[config.mk]
export PLATFORM = sky130hd
export DESIGN_NAME = rc4_decrypt_core_flat
export DESIGN_NICKNAME = d
export VERILOG_FILES = /design/src/rtl/rc4_decrypt_core_if.sv /design/src/rtl/rc4_decrypt_core.sv /design/src/flat_wrapper.sv
export SDC_FILE = /design/constraint.sdc
export NUM_CORES = 1
export LEC_CHECK = 0
export ABC_AREA = 0
export ABC_CLOCK_PERIOD_IN_PS = 2850
export CAP_MARGIN = 20
export CORE_UTILIZATION = 48
export CTS_BUF_LIST = sky130_fd_sc_hd__clkbuf_16
export DETAILED_ROUTE_END_ITERATION = 8
export GPL_ROUTABILITY_DRIVEN = 0
export PLACE_DENSITY = 0.75
export SLEW_MARGIN = 20
export SYNTH_ARGS = -nofsm -noshare
export SYNTH_HDL_FRONTEND = slang
export SYNTH_SLANG_ARGS = --single-unit
[constraint.sdc]
create_clock -name CLOCK_50 -period 2.85 [get_ports CLOCK_50]
set_clock_uncertainty 0.2 [all_clocks]
set_input_delay 0.57 -clock CLOCK_50 [delete_from_list [all_inputs] [get_ports CLOCK_50]]
set_output_delay 0.57 -clock CLOCK_50 [all_outputs]
set_load 0.05 [all_outputs]
[src/rtl/rc4_decrypt_core_if.sv]
// Bus bundle between the RC4 decrypt core and its sequencer / memories.
//
// Groups the start/status handshake together with the three memory ports the
// core drives:
//   start            sequencer -> core   1-cycle start pulse
//   busy/done        core -> sequencer   run status (levels)
//   key_invalid      core -> sequencer   decrypted byte failed the ASCII check
//   s_addr/s_wdata/s_wren, s_rdata       S memory (sync read, 1-cycle latency)
//   enc_addr, enc_rdata                  encrypted-message ROM (sync read)
//   dec_addr/dec_wdata/dec_wren          decrypted-message RAM
//
// Modports:
//   slave  - the decrypt core
//   master - whatever drives start and owns the memories (sequencer / bench)
interface rc4_decrypt_core_if #(
  parameter int unsigned MSG_AW = 5
);
  logic              start;
  logic [7:0]        s_addr;
  logic [7:0]        s_wdata;
  logic              s_wren;
  logic [7:0]        s_rdata;
  logic [MSG_AW-1:0] enc_addr;
  logic [7:0]        enc_rdata;
  logic [MSG_AW-1:0] dec_addr;
  logic [7:0]        dec_wdata;
  logic              dec_wren;
  logic              busy;
  logic              done;
  logic              key_invalid;

  modport slave (
    input  start,
    input  s_rdata,
    input  enc_rdata,
    output s_addr,
    output s_wdata,
    output s_wren,
    output enc_addr,
    output dec_addr,
    output dec_wdata,
    output dec_wren,
    output busy,
    output done,
    output key_invalid
  );

  modport master (
    output start,
    output s_rdata,
    output enc_rdata,
    input  s_addr,
    input  s_wdata,
    input  s_wren,
    input  enc_addr,
    input  dec_addr,
    input  dec_wdata,
    input  dec_wren,
    input  busy,
    input  done,
    input  key_invalid
  );
endinterface

[src/rtl/rc4_decrypt_core.sv]
// RC4 keystream generation (PRGA) and decrypt stage.
//
// After the sequencer has shuffled S (KSA) it pulses start. The core then walks
// S, producing one keystream byte per message byte, XORs it with the encrypted
// ROM byte and writes the plaintext into the decrypted RAM. When all MSG_LEN
// bytes are written it raises done.
//
// Ports:
//   CLOCK_50  in   system clock, all state on the rising edge
//   reset     in   asynchronous, active-high reset
//   bus       slave modport of rc4_decrypt_core_if (start, status, memory ports)
//
// Parameters:
//   MSG_LEN   message length in bytes (1..256)
//   MSG_AW    message address width, $clog2(MSG_LEN) with a minimum of 1
//
// Optional feature (compile-time macro RC4_ASCII_CHECK_EN):
//   When defined, each decrypted byte must be a space or 'a'..'z'. The first
//   byte that is not suppresses its RAM write and sends the core to FAIL
//   (done and key_invalid high), so a key search can drop a wrong key early.
//   When undefined, every byte is written and key_invalid is tied low.
//
// Timing: every output is a register loaded from a decode of the current
// state and datapath registers, so bus activity lags the state by one cycle.
// The WAIT states absorb that lag plus the 1-cycle memory read latency: data
// for an address decoded in FETCH_x is on s_rdata/enc_rdata during LATCH_x
// (or WRITE_DEC). Each byte takes 11 states; done rises 11*MSG_LEN+1 cycles
// after the start edge.
module rc4_decrypt_core #(
  parameter int unsigned MSG_LEN = 32,
  parameter int unsigned MSG_AW  = 5
) (
  input logic                   CLOCK_50,
  input logic                   reset,
  rc4_decrypt_core_if.slave     bus
);

  localparam int unsigned   KW    = MSG_AW + 1;
  localparam logic [KW-1:0] KLast = KW'(MSG_LEN - 1);
  localparam logic [KW-1:0] KOne  = KW'(1);

  typedef enum logic [3:0] {
    StIdle,
    StFetchSi,
    StWaitSi,
    StLatchSi,
    StFetchSj,
    StWaitSj,
    StLatchSj,
    StWriteI,
    StWriteJ,
    StFetchF,
    StWaitF,
    StWriteDec,
    StDone,
    StFail
  } state_e;

  state_e state_q, state_d;

  // Datapath registers
  logic [7:0]    i_q, i_d;
  logic [7:0]    j_q, j_d;
  logic [7:0]    si_q, si_d;
  logic [7:0]    sj_q, sj_d;
  logic [KW-1:0] k_q, k_d;

  // Registered outputs
  logic [7:0]        s_addr_q, s_addr_d;
  logic [7:0]        s_wdata_q, s_wdata_d;
  logic              s_wren_q, s_wren_d;
  logic [MSG_AW-1:0] enc_addr_q, enc_addr_d;
  logic [MSG_AW-1:0] dec_addr_q, dec_addr_d;
  logic [7:0]        dec_wdata_q, dec_wdata_d;
  logic              dec_wren_q, dec_wren_d;
  logic              busy_q, busy_d;
  logic              done_q, done_d;
  logic              key_inv_q, key_inv_d;

  logic       start_acc;
  logic       stopped;
  logic [7:0] dec_byte;
  logic [7:0] f_addr;
  logic       byte_ok;

  // start is only honoured while stopped; during a run it has no effect.
  assign stopped   = (state_q == StIdle) || (state_q == StDone) || (state_q == StFail);
  assign start_acc = bus.start && stopped;
  assign dec_byte  = bus.s_rdata ^ bus.enc_rdata;
  assign f_addr    = si_q + sj_q;

`ifdef RC4_ASCII_CHECK_EN
  assign byte_ok = (dec_byte == 8'h20) || ((dec_byte >= 8'h61) && (dec_byte <= 8'h7A));
`else
  assign byte_ok = 1'b1;
`endif

  always_comb begin
    state_d     = state_q;
    i_d         = i_q;
    j_d         = j_q;
    si_d        = si_q;
    sj_d        = sj_q;
    k_d         = k_q;

    s_addr_d    = 8'h00;
    s_wdata_d   = 8'h00;
    s_wren_d    = 1'b0;
    enc_addr_d  = '0;
    dec_addr_d  = '0;
    dec_wdata_d = 8'h00;
    dec_wren_d  = 1'b0;

    unique case (state_q)
      StIdle, StDone, StFail: begin
        if (start_acc) begin
          state_d = StFetchSi;
          i_d     = 8'd1;
          j_d     = 8'd0;
          k_d     = '0;
        end
      end
      StFetchSi: begin
        s_addr_d = i_q;
        state_d  = StWaitSi;
      end
      StWaitSi: begin
        s_addr_d = i_q;
        state_d  = StLatchSi;
      end
      StLatchSi: begin
        s_addr_d = i_q;
        si_d     = bus.s_rdata;
        j_d      = j_q + bus.s_rdata;
        state_d  = StFetchSj;
      end
      StFetchSj: begin
        s_addr_d = j_q;
        state_d  = StWaitSj;
      end
      StWaitSj: begin
        s_addr_d = j_q;
        state_d  = StLatchSj;
      end
      StLatchSj: begin
        s_addr_d = j_q;
        sj_d     = bus.s_rdata;
        state_d  = StWriteI;
      end
      // Swap S[i] and S[j]. When i == j both writes carry the same value.
      StWriteI: begin
        s_addr_d  = i_q;
        s_wdata_d = sj_q;
        s_wren_d  = 1'b1;
        state_d   = StWriteJ;
      end
      StWriteJ: begin
        s_addr_d  = j_q;
        s_wdata_d = si_q;
        s_wren_d  = 1'b1;
        state_d   = StFetchF;
      end
      StFetchF: begin
        s_addr_d   = f_addr;
        enc_addr_d = k_q[MSG_AW-1:0];
        state_d    = StWaitF;
      end
      StWaitF: begin
        s_addr_d   = f_addr;
        enc_addr_d = k_q[MSG_AW-1:0];
        state_d    = StWriteDec;
      end
      StWriteDec: begin
        s_addr_d    = f_addr;
        enc_addr_d  = k_q[MSG_AW-1:0];
        dec_addr_d  = k_q[MSG_AW-1:0];
        dec_wdata_d = dec_byte;
        dec_wren_d  = byte_ok;
        i_d         = i_q + 8'd1;
        k_d         = k_q + KOne;
        if (!byte_ok) begin
          state_d = StFail;
        end else if (k_q == KLast) begin
          state_d = StDone;
        end else begin
          state_d = StFetchSi;
        end
      end
      default: state_d = StIdle;
    endcase

    busy_d = !stopped;
    // Status levels drop on the same edge that accepts a restart.
    done_d = ((state_q == StDone) || (state_q == StFail)) && !start_acc;
`ifdef RC4_ASCII_CHECK_EN
    key_inv_d = (state_q == StFail) && !start_acc;
`else
    key_inv_d = 1'b0;
`endif
  end

  always_ff @(posedge CLOCK_50 or posedge reset) begin
    if (reset) begin
      state_q     <= StIdle;
      i_q         <= 8'h00;
      j_q         <= 8'h00;
      si_q        <= 8'h00;
      sj_q        <= 8'h00;
      k_q         <= '0;
      s_addr_q    <= 8'h00;
      s_wdata_q   <= 8'h00;
      s_wren_q    <= 1'b0;
      enc_addr_q  <= '0;
      dec_addr_q  <= '0;
      dec_wdata_q <= 8'h00;
      dec_wren_q  <= 1'b0;
      busy_q      <= 1'b0;
      done_q      <= 1'b0;
      key_inv_q   <= 1'b0;
    end else begin
      state_q     <= state_d;
      i_q         <= i_d;
      j_q         <= j_d;
      si_q        <= si_d;
      sj_q        <= sj_d;
      k_q         <= k_d;
      s_addr_q    <= s_addr_d;
      s_wdata_q   <= s_wdata_d;
      s_wren_q    <= s_wren_d;
      enc_addr_q  <= enc_addr_d;
      dec_addr_q  <= dec_addr_d;
      dec_wdata_q <= dec_wdata_d;
      dec_wren_q  <= dec_wren_d;
      busy_q      <= busy_d;
      done_q      <= done_d;
      key_inv_q   <= key_inv_d;
    end
  end

  assign bus.s_addr      = s_addr_q;
  assign bus.s_wdata     = s_wdata_q;
  assign bus.s_wren      = s_wren_q;
  assign bus.enc_addr    = enc_addr_q;
  assign bus.dec_addr    = dec_addr_q;
  assign bus.dec_wdata   = dec_wdata_q;
  assign bus.dec_wren    = dec_wren_q;
  assign bus.busy        = busy_q;
  assign bus.done        = done_q;
  assign bus.key_invalid = key_inv_q;

endmodule

[src/flat_wrapper.sv]
// flat-port wrapper written by rule: the top's interface ports become plain ports
module rc4_decrypt_core_flat 
#(
  parameter int unsigned MSG_LEN = 32,
  parameter int unsigned MSG_AW  = 5
)
  (CLOCK_50, reset, bus_start, bus_s_rdata, bus_enc_rdata, bus_s_addr, bus_s_wdata, bus_s_wren, bus_enc_addr, bus_dec_addr, bus_dec_wdata, bus_dec_wren, bus_busy, bus_done, bus_key_invalid);
  rc4_decrypt_core_if #(.MSG_AW(MSG_AW)) bus_i ();
  input logic CLOCK_50;
  input logic reset;
  input wire logic [$bits(bus_i.start)-1:0] bus_start;
  input wire logic [$bits(bus_i.s_rdata)-1:0] bus_s_rdata;
  input wire logic [$bits(bus_i.enc_rdata)-1:0] bus_enc_rdata;
  output wire logic [$bits(bus_i.s_addr)-1:0] bus_s_addr;
  output wire logic [$bits(bus_i.s_wdata)-1:0] bus_s_wdata;
  output wire logic [$bits(bus_i.s_wren)-1:0] bus_s_wren;
  output wire logic [$bits(bus_i.enc_addr)-1:0] bus_enc_addr;
  output wire logic [$bits(bus_i.dec_addr)-1:0] bus_dec_addr;
  output wire logic [$bits(bus_i.dec_wdata)-1:0] bus_dec_wdata;
  output wire logic [$bits(bus_i.dec_wren)-1:0] bus_dec_wren;
  output wire logic [$bits(bus_i.busy)-1:0] bus_busy;
  output wire logic [$bits(bus_i.done)-1:0] bus_done;
  output wire logic [$bits(bus_i.key_invalid)-1:0] bus_key_invalid;
  assign bus_i.start = bus_start;
  assign bus_i.s_rdata = bus_s_rdata;
  assign bus_i.enc_rdata = bus_enc_rdata;
  assign bus_s_addr = bus_i.s_addr;
  assign bus_s_wdata = bus_i.s_wdata;
  assign bus_s_wren = bus_i.s_wren;
  assign bus_enc_addr = bus_i.enc_addr;
  assign bus_dec_addr = bus_i.dec_addr;
  assign bus_dec_wdata = bus_i.dec_wdata;
  assign bus_dec_wren = bus_i.dec_wren;
  assign bus_busy = bus_i.busy;
  assign bus_done = bus_i.done;
  assign bus_key_invalid = bus_i.key_invalid;
  rc4_decrypt_core #(.MSG_LEN(MSG_LEN), .MSG_AW(MSG_AW)) u_core (.CLOCK_50(CLOCK_50), .reset(reset), .bus(bus_i));
endmodule
==> run_results.csv <==
group,metric,value,unit
clocking,htreeDepth,3,
critical_path,critPathCaptureType,"flop",
timing,fmax,389,MHz
yosys,avgSynthCellArea,10.5,µm²
run_status,status,"complete, no violations",
yosys,synth_area_leaders,"dfrtp_1, ha_1, o21ai_0",
power_and_ir_drop,sw_frac_of_total,39.5,%
clocking,worstSkewPairLatency,330,ps
clocking,cts_tree,"yes",
die,die_x,90.5,µm
power_and_ir_drop,power.switching,1.93,mW
timing,fin_crit_sh,90.2,%
yosys,synth_edf_count,0,
grt,antenna_found_initial,0,
yosys,synth.distinct_cells,48,
placed_design,placed_cells,512,
yosys,ys_top_cells_by_count,"dfrtp_1, nand2_1, o21ai_0",
timing,setup-violations-final,0,
route,routed_wl,8150,µm
yosys,synth_area,3760,µm²
route,drt_iter0_markers,175,
clocking,root_buffer,"clkbuf_16",
timing,relSlewSlack,40.8,%
power_and_ir_drop,p_int,2.96,mW
critical_path,crit_start,"bus_s_rdata[0]",
yosys,netlist_instances,359,
power_and_ir_drop,p_comb_share,41.8,%
flow_run,cap_violations,0,
route,routedWlPerCell,15.5,µm
worst_hold_path,min_path_type,"reg2reg",
die,die_h,90.5,µm
critical_path,reg2reg_to,"u_core.j_q[6]$_DFFE_PP0P_",
critical_path,cp_data_arrival_time,2580,ps
route,num_vias,2893,
grt,grt_pass1_wl,13800,µm
worst_hold_path,min_from,"u_core.j_q[7]$_DFFE_PP0P_",
critical_path,cp_max_fo,2,
yosys,yosysTopAreaCell,"dfrtp_1",
timing,rsz0062_at_grt,"false",
timing,fin_ws,278,ps
finish,syn_to_final_growth,26.7,%
critical_path,rr_worst_depth,8,
grt,grt_pass1_vias,2778,
route,viasPerCell,5.49,
die,num_rows,31,
timing,fin_crit,2570,ps
die,core,7410,µm²
clocking,cts_setup_buffers,0,
yosys,yosysMostFrequentCell,"dfrtp_1",
power_and_ir_drop,p_total,4.89,mW
placed_design,dp_slack,-80.1,ps
yosys,yosysWarnings,0,
yosys,synth_top_area_share,53.2,%
yosys,ys.flop_type,"dfrtp_1",
route,drc,0,
clocking,clk_pin_slew,60,ps
yosys,synth_seq_cells,80,
clocking,cts.sinks,80,
critical_path,crit_end,"u_core.j_q[6]$_DFFE_PP0P_",
grt,grtUsageTotal,21.6,%
finish,nFillCells,587,
critical_path,required,2860,ps
yosys,synth_nets,396,
finish,finish.utilization,64.4,%
finish,antenna_cells,0,
timing,finalSetupTns,0,ps
grt,grt-ovfl-total,0,
route,first_pass_iters,4,
power_and_ir_drop,seq_power_share,35.7,%
critical_path,critical_path.startpoint_type,"primary input",
critical_path,path_class,"in2reg",
placed_design,io_buffers,56,
clocking,cts_buffer_depth,2,
timing,tightest_slew,883,ps
power_and_ir_drop,powerDensity,1030,nW/µm²
route,ant_nets,0,
power_and_ir_drop,p_clk_share,22.5,%
die,dieArea,8200,µm²
finish,fin_cells,527,
die,ios,58,
clocking,cts-resized-gates,0,
clocking,numCtsBuffers,9,
critical_path,reg2reg_slack,550,ps
yosys,ys_seq_area_share,53.2,%
power_and_ir_drop,p_leak,2.21,nW
finish,layout-drive-gt1-share,9.11,%
critical_path,r2r_start,"u_core.j_q[0]$_DFFE_PP0P_",
grt,grt_max_degree,81,
timing,slew_viol_final,0,
power_and_ir_drop,max-vdd-ir-drop,0.000462,V
die,initial_core_util,50.8,%
clocking,hold_buffers,0,
yosys,synthArstFlopShare,100,%
timing,hold_viol_final,0,
finish,nets,461,
placed_design,hpwl,5500,µm
## critical path, stage by stage
cell             delay [ps]
clkdlybuf4s50_1         430
ha_1                    240
fa_1                    420
a21o_1                  170
a21oi_1                 230
o21bai_1                 90
a21oi_1                 170
xor2_1                  170
o21ai_0                  90
## metal layers
layer  vias up  GRT usage [%]  wire length [µm]
met4         0           8.74                95
met5         -              0                 0
met1      1425           30.4              3590
met2        74           34.1              4010
li1       1387              -                 -
met3         7           2.53               455
## cells by family after synthesis
kind of cell    share of synthesized area (%)
other cells                            0.0997
flops                                    53.2
compound gates                           15.0
simple gates                             14.7
xor+xnor                                 4.66
mux                                      3.46
fa+ha+maj                                6.39
buf+inv                                  2.53
## sequential cells by signal (all words and copies together) (netlist names)
register	cells
u_core.bus.dec_wdata	8
u_core.j_q	8
u_core.bus.s_wdata	8
u_core.bus.dec_addr	5
u_core.bus.s_addr	8
u_core.sj_q	8
u_core.bus.enc_addr	5
u_core.i_q	8
u_core.bus.busy	1
u_core.bus.dec_wren	1
u_core.state_q	4
u_core.k_q	6
u_core.bus.s_wren	1
u_core.si_q	8
u_core.bus.done	1
## layout by cell type, fill, tap and decap left out, drive strengths merged, types with 15 or more instances in the layout
cell            n
nand2          44
ha             16
nand3          15
clkdlybuf4s50  56
a21oi          15
xnor2          16
o21ai          36
dfrtp          80
nor2           21
## through the flow
stage	hold WS (ps)	area, µm²
2_1_floorplan	245	3760
3_3_place_gp	265	4480
3_5_place_dp	270	4480
4_1_cts	277	4770
5_1_grt	308	4770
6_report	284	4770
## how the worst min path moves through the flow
| stage | end | slack (ps) | cells after the start |
|---|---|---|---|
| 2_1_floorplan | u_core.j_q[7]$_DFFE_PP0P_ | 250 | 1 |
| 4_1_cts | u_core.j_q[7]$_DFFE_PP0P_ | 280 | 1 |
| 5_1_grt | u_core.i_q[7]$_DFFE_PP0P_ | 310 | 1 |
| 3_5_place_dp | u_core.j_q[7]$_DFFE_PP0P_ | 270 | 1 |
| 6_report | u_core.j_q[7]$_DFFE_PP0P_ | 280 | 1 |
| 3_3_place_gp | u_core.j_q[7]$_DFFE_PP0P_ | 260 | 1 |
## power by group through the flow
stage / Sequential, mW / Clock (mW) / Combinational, mW
final: 1.75 / 1.10 / 2.05
after floorplan: 1.92 / 0 / 1.28
after detailed placement: 1.76 / 0 / 2.03
after global routing: 1.79 / 1.16 / 2.27
after CTS: 1.74 / 1.12 / 2.06
after global placement: 1.74 / 0 / 1.98
## cell type report
type	instances	area (µm²)	area share (%)
Clock inverter	6	61.3	1.29
Inverter	11	42.5	0.892
Clock buffer	9	225	4.72
Sequential cell	80	2000	42.0
Timing Repair Buffer	66	648	13.6
Multi-Input combinational cell	256	1670	34.9
Tap cell	99	124	2.60
Power figures use the tool's default switching activity.
